--- config.mk ---
export PLATFORM = sky130hd
export DESIGN_NAME = fetch_queue
export DESIGN_NICKNAME = d
export VERILOG_FILES = /design/src/rtl/fetch_queue_pkg.sv /design/src/rtl/fetch_queue_storage.sv /design/src/rtl/fetch_queue.sv
export SDC_FILE = /design/constraint.sdc
export NUM_CORES = 1
export LEC_CHECK = 0
export ABC_AREA = 1
export CORE_MARGIN = 10
export CORE_UTILIZATION = 59
export DETAILED_ROUTE_END_ITERATION = 12
export GPL_TIMING_DRIVEN = 1
export PLACE_DENSITY = 0.79
export SYNTH_ARGS = -nofsm -noshare
export SYNTH_HDL_FRONTEND = slang
export SYNTH_SLANG_ARGS = --single-unit
--- constraint.sdc ---
create_clock -name clk -period 11.94 [get_ports clk]
set_input_delay 2.388 -clock clk [delete_from_list [all_inputs] [get_ports clk]]
set_output_delay 2.388 -clock clk [all_outputs]
set_load 0.05 [all_outputs]
--- src/rtl/fetch_queue_pkg.sv ---
// -----------------------------------------------------------------------------
// fetch_queue_pkg
// Shared definitions for the fetch queue slice that sits between the fetch
// stage and the decode stage.
//   WORD_WIDTH      : natural datapath width of pc and instruction words.
//   NOP_INSTRUCTION : bubble presented to decode whenever the queue is empty.
//   fetch_entry_t   : one buffered (pc, instruction) pair.
//   entry_pack      : helper that flattens a pair into the storage word layout.
// -----------------------------------------------------------------------------
package fetch_queue_pkg;

    localparam int WORD_WIDTH = 32;

    localparam logic [WORD_WIDTH-1:0] NOP_INSTRUCTION = 32'h0000_0000;

    typedef struct packed {
        logic [WORD_WIDTH-1:0] pc;
        logic [WORD_WIDTH-1:0] instruction;
    } fetch_entry_t;

    // Storage word layout: pc in the upper half, instruction in the lower half.
    function automatic fetch_entry_t entry_pack(input logic [WORD_WIDTH-1:0] pc,
                                                input logic [WORD_WIDTH-1:0] instruction);
        fetch_entry_t e;
        e.pc          = pc;
        e.instruction = instruction;
        return e;
    endfunction

endpackage

--- src/rtl/fetch_queue_storage.sv ---
// -----------------------------------------------------------------------------
// fetch_queue_storage
// DEPTH x (2*WIDTH) register array holding the buffered fetch pairs.
// Synchronous write port, combinational read port. Contents are only cleared
// by rst; a flush merely moves the pointers in the parent, leaving stale data.
//   clk, rst : clock, asynchronous active-high reset
//   we       : write enable
//   waddr    : write slot
//   wdata    : {pc, instruction} to store
//   raddr    : read slot (head of queue)
//   rdata    : {pc, instruction} at raddr
// -----------------------------------------------------------------------------
module fetch_queue_storage
    import fetch_queue_pkg::*;
#(
    parameter int DEPTH = 4,
    parameter int WIDTH = WORD_WIDTH
) (
    input  logic                     clk,
    input  logic                     rst,
    input  logic                     we,
    input  logic [$clog2(DEPTH)-1:0] waddr,
    input  logic [2*WIDTH-1:0]       wdata,
    input  logic [$clog2(DEPTH)-1:0] raddr,
    output logic [2*WIDTH-1:0]       rdata
);

    logic [2*WIDTH-1:0] mem_r [DEPTH];

    // Entry array: cleared on reset, written one slot per cycle.
    always_ff @(posedge clk or posedge rst) begin
        if (rst) begin
            for (int i = 0; i < DEPTH; i++) begin
                mem_r[i] <= {(2*WIDTH){1'b0}};
            end
        end else if (we) begin
            mem_r[waddr] <= wdata;
        end else begin
            mem_r[waddr] <= mem_r[waddr];
        end
    end

    // Combinational head read.
    always_comb begin
        rdata = mem_r[raddr];
    end

endmodule

--- src/rtl/fetch_queue.sv ---
// -----------------------------------------------------------------------------
// fetch_queue
// Small FIFO replacing the IF/ID register. Captures the (pc, instruction) pair
// from fetch each cycle, presents the oldest entry to decode, freezes fetch
// when full and discards everything on a taken branch (flush).
//   clk, rst        : clock, asynchronous active-high reset
//   flush           : branch taken; drop contents and this cycle's input pair
//   in_valid        : fetch presents a pair
//   in_pc           : pc from fetch (already pc+4)
//   in_instruction  : instruction word from fetch
//   freeze_out      : to fetch; high while the queue is full
//   decode_stall    : decode cannot accept the head this cycle
//   out_valid       : head entry valid
//   out_pc          : head pc (0 when empty)
//   out_instruction : head instruction (bubble when empty)
// Optional build macro FETCH_QUEUE_STATS_EN adds:
//   hwm_out         : highest occupancy seen since reset
//   flushed_out     : entries discarded by flushes, saturating at 16'hFFFF
// -----------------------------------------------------------------------------
module fetch_queue
    import fetch_queue_pkg::*;
#(
    parameter int DEPTH = 4,
    parameter int WIDTH = WORD_WIDTH
) (
    input  logic                       clk,
    input  logic                       rst,
    input  logic                       flush,
    input  logic                       in_valid,
    input  logic [WIDTH-1:0]           in_pc,
    input  logic [WIDTH-1:0]           in_instruction,
    output logic                       freeze_out,
    input  logic                       decode_stall,
    output logic                       out_valid,
    output logic [WIDTH-1:0]           out_pc,
`ifdef FETCH_QUEUE_STATS_EN
    output logic [WIDTH-1:0]           out_instruction,
    output logic [$clog2(DEPTH+1)-1:0] hwm_out,
    output logic [15:0]                flushed_out
`else
    output logic [WIDTH-1:0]           out_instruction
`endif
);

    localparam int AW = $clog2(DEPTH);
    localparam int CW = $clog2(DEPTH+1);
    localparam logic [CW-1:0] DEPTH_C = CW'(DEPTH);

    logic [AW-1:0]      wptr_r;
    logic [AW-1:0]      rptr_r;
    logic [CW-1:0]      count_r;
    logic [AW-1:0]      wptr_next_s;
    logic [AW-1:0]      rptr_next_s;
    logic [CW-1:0]      count_next_s;
    logic               full_s;
    logic               empty_s;
    logic               push_s;
    logic               pop_s;
    logic [2*WIDTH-1:0] wdata_s;
    logic [2*WIDTH-1:0] rdata_s;

    // Occupancy flags and handshake qualifiers; full/empty come only from count_r.
    always_comb begin
        full_s  = (count_r == DEPTH_C);
        empty_s = (count_r == {CW{1'b0}});
        push_s  = in_valid & ~full_s & ~flush;
        pop_s   = ~empty_s & ~decode_stall & ~flush;
        wdata_s = {in_pc, in_instruction};
    end

    // Next pointer/count; flush overrides any push or pop in the same cycle.
    always_comb begin
        wptr_next_s  = wptr_r;
        rptr_next_s  = rptr_r;
        count_next_s = count_r;
        if (flush) begin
            wptr_next_s  = {AW{1'b0}};
            rptr_next_s  = {AW{1'b0}};
            count_next_s = {CW{1'b0}};
        end else begin
            // Pointers are exactly log2(DEPTH) bits, so the increment wraps.
            if (push_s) begin
                wptr_next_s = wptr_r + AW'(1);
            end else begin
                wptr_next_s = wptr_r;
            end
            if (pop_s) begin
                rptr_next_s = rptr_r + AW'(1);
            end else begin
                rptr_next_s = rptr_r;
            end
            case ({push_s, pop_s})
                2'b10:   count_next_s = count_r + CW'(1);
                2'b01:   count_next_s = count_r - CW'(1);
                default: count_next_s = count_r;
            endcase
        end
    end

    // Pointer and occupancy registers.
    always_ff @(posedge clk or posedge rst) begin
        if (rst) begin
            wptr_r  <= {AW{1'b0}};
            rptr_r  <= {AW{1'b0}};
            count_r <= {CW{1'b0}};
        end else begin
            wptr_r  <= wptr_next_s;
            rptr_r  <= rptr_next_s;
            count_r <= count_next_s;
        end
    end

    fetch_queue_storage #(
        .DEPTH (DEPTH),
        .WIDTH (WIDTH)
    ) u_storage (
        .clk   (clk),
        .rst   (rst),
        .we    (push_s),
        .waddr (wptr_r),
        .wdata (wdata_s),
        .raddr (rptr_r),
        .rdata (rdata_s)
    );

    // Decode-side outputs: decoded from registered state only, bubble when empty.
    always_comb begin
        freeze_out = full_s;
        out_valid  = ~empty_s;
        if (empty_s) begin
            out_pc          = {WIDTH{1'b0}};
            out_instruction = WIDTH'(NOP_INSTRUCTION);
        end else begin
            out_pc          = rdata_s[2*WIDTH-1:WIDTH];
            out_instruction = rdata_s[WIDTH-1:0];
        end
    end

`ifdef FETCH_QUEUE_STATS_EN
    logic [CW-1:0] hwm_r;
    logic [15:0]   flushed_r;
    logic [16:0]   flushed_sum_s;

    // Discard accumulator with one spare bit to detect saturation.
    always_comb begin
        flushed_sum_s = {1'b0, flushed_r} + 17'(count_r);
    end

    // High-water mark tracks next occupancy so it matches count the same cycle it peaks.
    always_ff @(posedge clk or posedge rst) begin
        if (rst) begin
            hwm_r     <= {CW{1'b0}};
            flushed_r <= 16'h0000;
        end else begin
            if (count_next_s > hwm_r) begin
                hwm_r <= count_next_s;
            end else begin
                hwm_r <= hwm_r;
            end
            if (flush) begin
                flushed_r <= flushed_sum_s[16] ? 16'hFFFF : flushed_sum_s[15:0];
            end else begin
                flushed_r <= flushed_r;
            end
        end
    end

    // Statistics outputs.
    always_comb begin
        hwm_out     = hwm_r;
        flushed_out = flushed_r;
    end
`endif

endmodule

### Word level (Yosys, flattened, before mapping)

Index checks and enable logic that the tools add are counted.

| word-level totals | value |
|---|---|
| flip-flop bits (word level) | 263 |
| word-level logic and storage cells | 51 |
| output and inout port bits | 66 |
| bits of input ports | 69 |

| cells by class | value |
|---|---|
| $lt $le $gt $ge | 3 |
| bitwise logic cells | 10 |
| multiplexer cells | 19 |
| add/subtract/negate cells | 4 |
| eq/ne operators | 3 |
| reductions and logical operators | 5 |

Operators with widths:

| kind | count |
|---|---|
| 256-bit bitwise mux | 2 |
| 64-bit two-way mux | 5 |
| 64-bit binary-select mux with 2-bit select | 2 |
| 256-bit two-way mux | 1 |
| 64-bit demux with 2-bit select | 1 |
| 32-bit two-way mux | 2 |
| 2-bit two-way mux | 4 |
| 3-bit greater-or-equal comparator (second input constant) | 2 |
| 2-bit inverter with 3-bit output | 2 |
| 3-bit one-hot mux with 2 select lines | 1 |
| 2-bit by 1-bit adder with 2-bit output (second input constant) | 2 |
| 1-bit AND | 4 |
| 1-bit inverter | 4 |
| 2-bit nonzero test | 2 |
| 3-bit by 1-bit adder with 3-bit output (second input constant) | 1 |
| 3-bit equality test (second input constant) | 1 |
| 3-bit logical NOT | 1 |
| 3-bit by 1-bit < comparator with 1-bit output (second input constant) | 1 |
| 3-bit two-way mux | 1 |
| 3-bit nonzero test | 1 |
| 3-bit by 1-bit subtractor with 3-bit output (second input constant) | 1 |
| 2-bit by 1-bit equality test with 1-bit output (second input constant) | 1 |
| 2-bit equality test (second input constant) | 1 |
| 1-bit logical AND | 1 |

### Depth between registers and ports, before layout

| logic depth | value |
|---|---|
| depth after elaboration | 7 |
| gate-level depth with buffers | 12 |
| mapped depth without buffers | 12 |

### Cells and area by module

From an unflattened synthesis, not the netlist that was laid out.

| unflattened totals | value |
|---|---|
| cell total of the unflattened synthesis | 2332 |
| area, all modules | 16444.5 um^2 |

By module, submodules not included:

| module | seq. area each (um^2) | times used | cells each | area an instance (um^2) |
|---|---|---|---|---|
| fetch_queue_storage | 6406.1 | 1 | 2145 | 15507.4 |
| fetch_queue | 175.2 | 1 | 187 | 937.1 |

### Worst setup path after synthesis

OpenSTA, ideal clock, no wires.

| path | value |
|---|---|
| path kind | flip-flop to output port |
| from | reg count_r[0] |
| to | out out_instruction[0] |
| stages on the path, launching flop included | 6 |
| required time | 9.552 ns |
| data arrival time | 2.004 ns |
| path buffers | 1 |
| slack | 7.548 ns |
| path through | dfrtp_1 -> nor2_2 -> nand2_1 -> inv_2 -> buf_1 -> a21oi_1 |

| on the way | value |
|---|---|
| cells in the longest elaborated chain, start to end | 2 |

RTL lines:

| element | line | source |
|---|---|---|
| start, declared | fetch_queue.sv:51 | `logic [CW-1:0] count_r;` |
| start signal, assigned | fetch_queue.sv:105 | `count_r <= {CW{1'b0}};` |
| start signal, assigned | fetch_queue.sv:109 | `count_r <= count_next_s;` |
| 3-bit logical NOT | fetch_queue.sv:65 | `empty_s = (count_r == {CW{1'b0}});` |
| 32-bit two-way mux | fetch_queue.sv:130 | `if (empty_s) begin` |
| end, declared | fetch_queue.sv:41 | `output logic [WIDTH-1:0] out_instruction` |

Every way passes these cells.

### Final worst setup path

| path | value |
|---|---|
| from | reg rptr_r[1] |
| to | out out_instruction[15] |

| on the way | value |
|---|---|
| cells in the longest elaborated chain, start to end | 5 |

RTL lines:

| element | line | source |
|---|---|---|
| start, declared | fetch_queue.sv:50 | `logic [AW-1:0] rptr_r;` |
| start signal, assigned | fetch_queue.sv:104 | `rptr_r <= {AW{1'b0}};` |
| start signal, assigned | fetch_queue.sv:108 | `rptr_r <= rptr_next_s;` |
| 2-bit inverter with 3-bit output (implied by the code) | fetch_queue_storage.sv:45 | `rdata = mem_r[raddr];` |
| 64-bit binary-select mux with 2-bit select | fetch_queue_storage.sv:45 |  |
| 64-bit two-way mux (implied by the code) (2 in a row) | fetch_queue_storage.sv:45 |  |
| 32-bit two-way mux | fetch_queue.sv:130 |  |

Every way passes these cells. The select of a mux whose other input is x is not followed.

==> impl_metrics.csv <==
group,metric,value,unit
drt,route.detailed.drc,0,
timing,fin_crit_sh,0.5360,
drt,dr.first_iter.drc_count,2058,
timing,relSlewSlack,0.1752,
logic_synthesis,ys_warn_count,0,
power_and_ir_drop,leakage,0.007239,uW
clocking,clkSinkCount,263,
grt,grt_overflow,0,
run,maxCapViolations,0,
logic_synthesis,synth.yosys.seq_area_share,0.3959,
logic_synthesis,synth_top_area_share,0.3959,
logic_synthesis,ys.flop_type,"dfrtp_1",
die,coreArea,27780,um2
logic_synthesis,synthTopCellsByCount,"514 x nand3_1, 324 x a21oi_1, 267 x inv_1, 263 x dfrtp_1, 256 x o211ai_1",
timing,maxSlewViolCount,0,
timing,setup_viol,0,
logic_synthesis,yosys-top-cells-area,"dfrtp_1 40%, nand3_1 15%, o211ai_1 12%",
timing,finClkSkew,15.80,ps
timing,finalCriticalPeriod,6400,ps
worst_setup_path,path_cells,"inv_2, buf_4, a21oi_1, o21ai_0, a21oi_1, clkdlybuf4s50_1",
final_layout,area_growth,11.24,%
logic_synthesis,syn_inst,2211,
logic_synthesis,syn_nets,2285,
worst_setup_path,required,9550,ps
clocking,cts_resized,0,
logic_synthesis,syn_area,16620,um2
worst_setup_path,cp_slowest_cell,"dfrtp_2",
timing,worst_pin_slew,1237,ps
grt,track_usage,0.2661,
clocking,clk_path_buf_depth,3,
logic_synthesis,synth_cell_type_count,23,
logic_synthesis,synth_edf_count,0,
run_status,status,"finished clean",
drt,drtPass1Iterations,7,
timing,finalHoldViolCount,0,
final_layout,final_nets,2239,
power_and_ir_drop,ir_drop,0.0002607,V
logic_synthesis,async_flop_share,1.000,
worst_setup_path,start_kind,"flip-flop",
grt,grt_max_degree,162,
die,start_util,0.5984,
timing,rsz0062_at_grt,"no",
clocking,root_buffer,"clkbuf_16",
worst_setup_path,max_stage_delay,970,ps
logic_synthesis,syn_avg_cell_area,7.519,um2
timing,hold_ws,553.6,ps
die,die-area,35290,um2
timing,fmax,156.3,MHz
logic_synthesis,yosysTopAreaCell,"dfrtp_1",
hold_path,hp-class,"reg2reg",
die,std_cell_rows,61,
worst_setup_path,arrival,4010,ps
final_layout,final_layout_size_suffix_gt1_frac,0.03932,
worst_setup_path,endpoint_kind,"primary output",
drt,vias_per_cell,6.490,
grt,antenna_found_initial,0,
grt,grt_pass1_wl,80170,um
worst_setup_path,rrSetupSlack,7610,ps
place,place_hpwl,26180,um
final_layout,antennaDiodeCount,0,
clocking,clkSlewWorstSetupHoldPaths,60,ps
place,portBuffers,134,
drt,routedWlPerCell,19.09,um
place,place.gp.congestion,0.7960,
worst_setup_path,crit_path_frequent_cell,"a21oi_1",
logic_synthesis,yosysMostFrequentCell,"nand3_1",
worst_setup_path,cp_max_fo,54,
drt,vias,16650,
clocking,cts_tree,"built",
die,die_h,187.9,um
power_and_ir_drop,powerDensity,288.7,nW/um2
drt,drtAntennaViolNets,0,
die,die_w,187.9,um
clocking,postCtsSetupRepairBufs,0,
logic_synthesis,yosys_register_bits,263,
clocking,post_cts_hold_buffer_count,0,
clocking,cts_buffers,30,
drt,wl,48970,um
grt,first_global_vias,15490,
clocking,clock_latency,560,ps
clocking,htree_levels,1,
die,boundaryPins,135,
worst_setup_path,crit_type,"reg2out",
timing,fin_tns_setup,0,ps
worst paths after layout:
| path | from | end | cells after the start |
|---|---|---|---|
| worst min-delay path | u_storage.mem_r[51]$_DFFE_PP0P_ | u_storage.mem_r[51]$_DFFE_PP0P_ | 2 |
| worst max-delay path | rptr_r[1]$_DFFE_PP0P_ | out_instruction[15] | 6 |
| max in group asynchronous | rst | rptr_r[0]$_DFFE_PP0P_ | 3 |
| worst min register to register | u_storage.mem_r[51]$_DFFE_PP0P_ | u_storage.mem_r[51]$_DFFE_PP0P_ | 2 |
| min in group asynchronous | rst | u_storage.mem_r[116]$_DFFE_PP0P_ | 2 |
| worst max register to register | wptr_r[0]$_DFFE_PP0P_ | u_storage.mem_r[123]$_DFFE_PP0P_ | 6 |
area by class of cell:
cell class                 count  area, um2
clock inverter                 7      60.06
clock buffer                  47      935.9
sequential                   263       6591
multi-input combinational   1447       7905
fill                        2420       9289
tap                          378      473.0
timing repair buffer         153       1496
inverter                     270       1031
worst max-delay path, delay by kind of cell, from the launching register on:
| kind | cells | cell delay (ps) |
|---|---|---|
| compound gates | 3 | 720 |
| buf+inv | 3 | 1720 |
| flops | 1 | 970 |
layer usage:
layer	vias to the layer above	GRT usage	share of wire
met5	-	0	0
met4	0	0.07477	0.017
met3	81	0.04156	0.090
met2	798	0.4213	0.47
met1	8033	0.3701	0.42
li1	7734	-	-
through the flow:
stage	std cells	utilization	power [uW]	setup slack, ps	cell area (um2)
2_1_floorplan	2211	-	3598	2312	16620
3_3_place_gp	2511	0.6298	4307	6018	17500
3_5_place_dp	2511	0.6298	4382	5981	17500
4_1_cts	2565	0.6656	5324	5604	18490
5_1_grt	2565	0.6656	5689	5514	18490
6_report	2565	0.6656	5339	5540	18490
cells by family (layout without fill, tap and decap cells):
logic type / count (synthesis) / after routing / synth area share
XOR/XNOR: 1 / 1 / 0.0005269
AND/OR/NAND/NOR: 600 / 600 / 0.1760
buffers and inverters: 501 / 477 / 0.1316
flip-flops: 263 / 263 / 0.3959
AO/OA/AOI/OAI: 841 / 841 / 0.2917
adder cells (fa/ha/maj): 5 / 5 / 0.004215
sequential cells by signal, indices dropped and copies added, names as in the netlist:
name             flops
count_r              3
wptr_r               2
u_storage.mem_r    256
rptr_r               2
layout by cell type (no fill, tap or decap), types with 4 or more instances in the layout:
| master | n |
|---|---|
| a21oi_1 | 324 |
| buf_4 | 18 |
| clkbuf_1 | 6 |
| clkbuf_16 | 31 |
| clkbuf_8 | 10 |
| clkdlybuf4s50_1 | 134 |
| clkinv_2 | 6 |
| dfrtp_1 | 259 |
| ha_4 | 4 |
| inv_1 | 263 |
| nand2_1 | 81 |
| nand3_1 | 514 |
| o211ai_1 | 256 |
| o21ai_0 | 245 |
| o21ai_1 | 16 |
power breakdown:
group | leakage, uW | internal [uW] | switching [uW]
clock | 0.000499 | 554 | 376
sequential | 0.00321 | 1330 | 239
combinational | 0.00353 | 880 | 1960
Power figures use the tool's default switching activity.
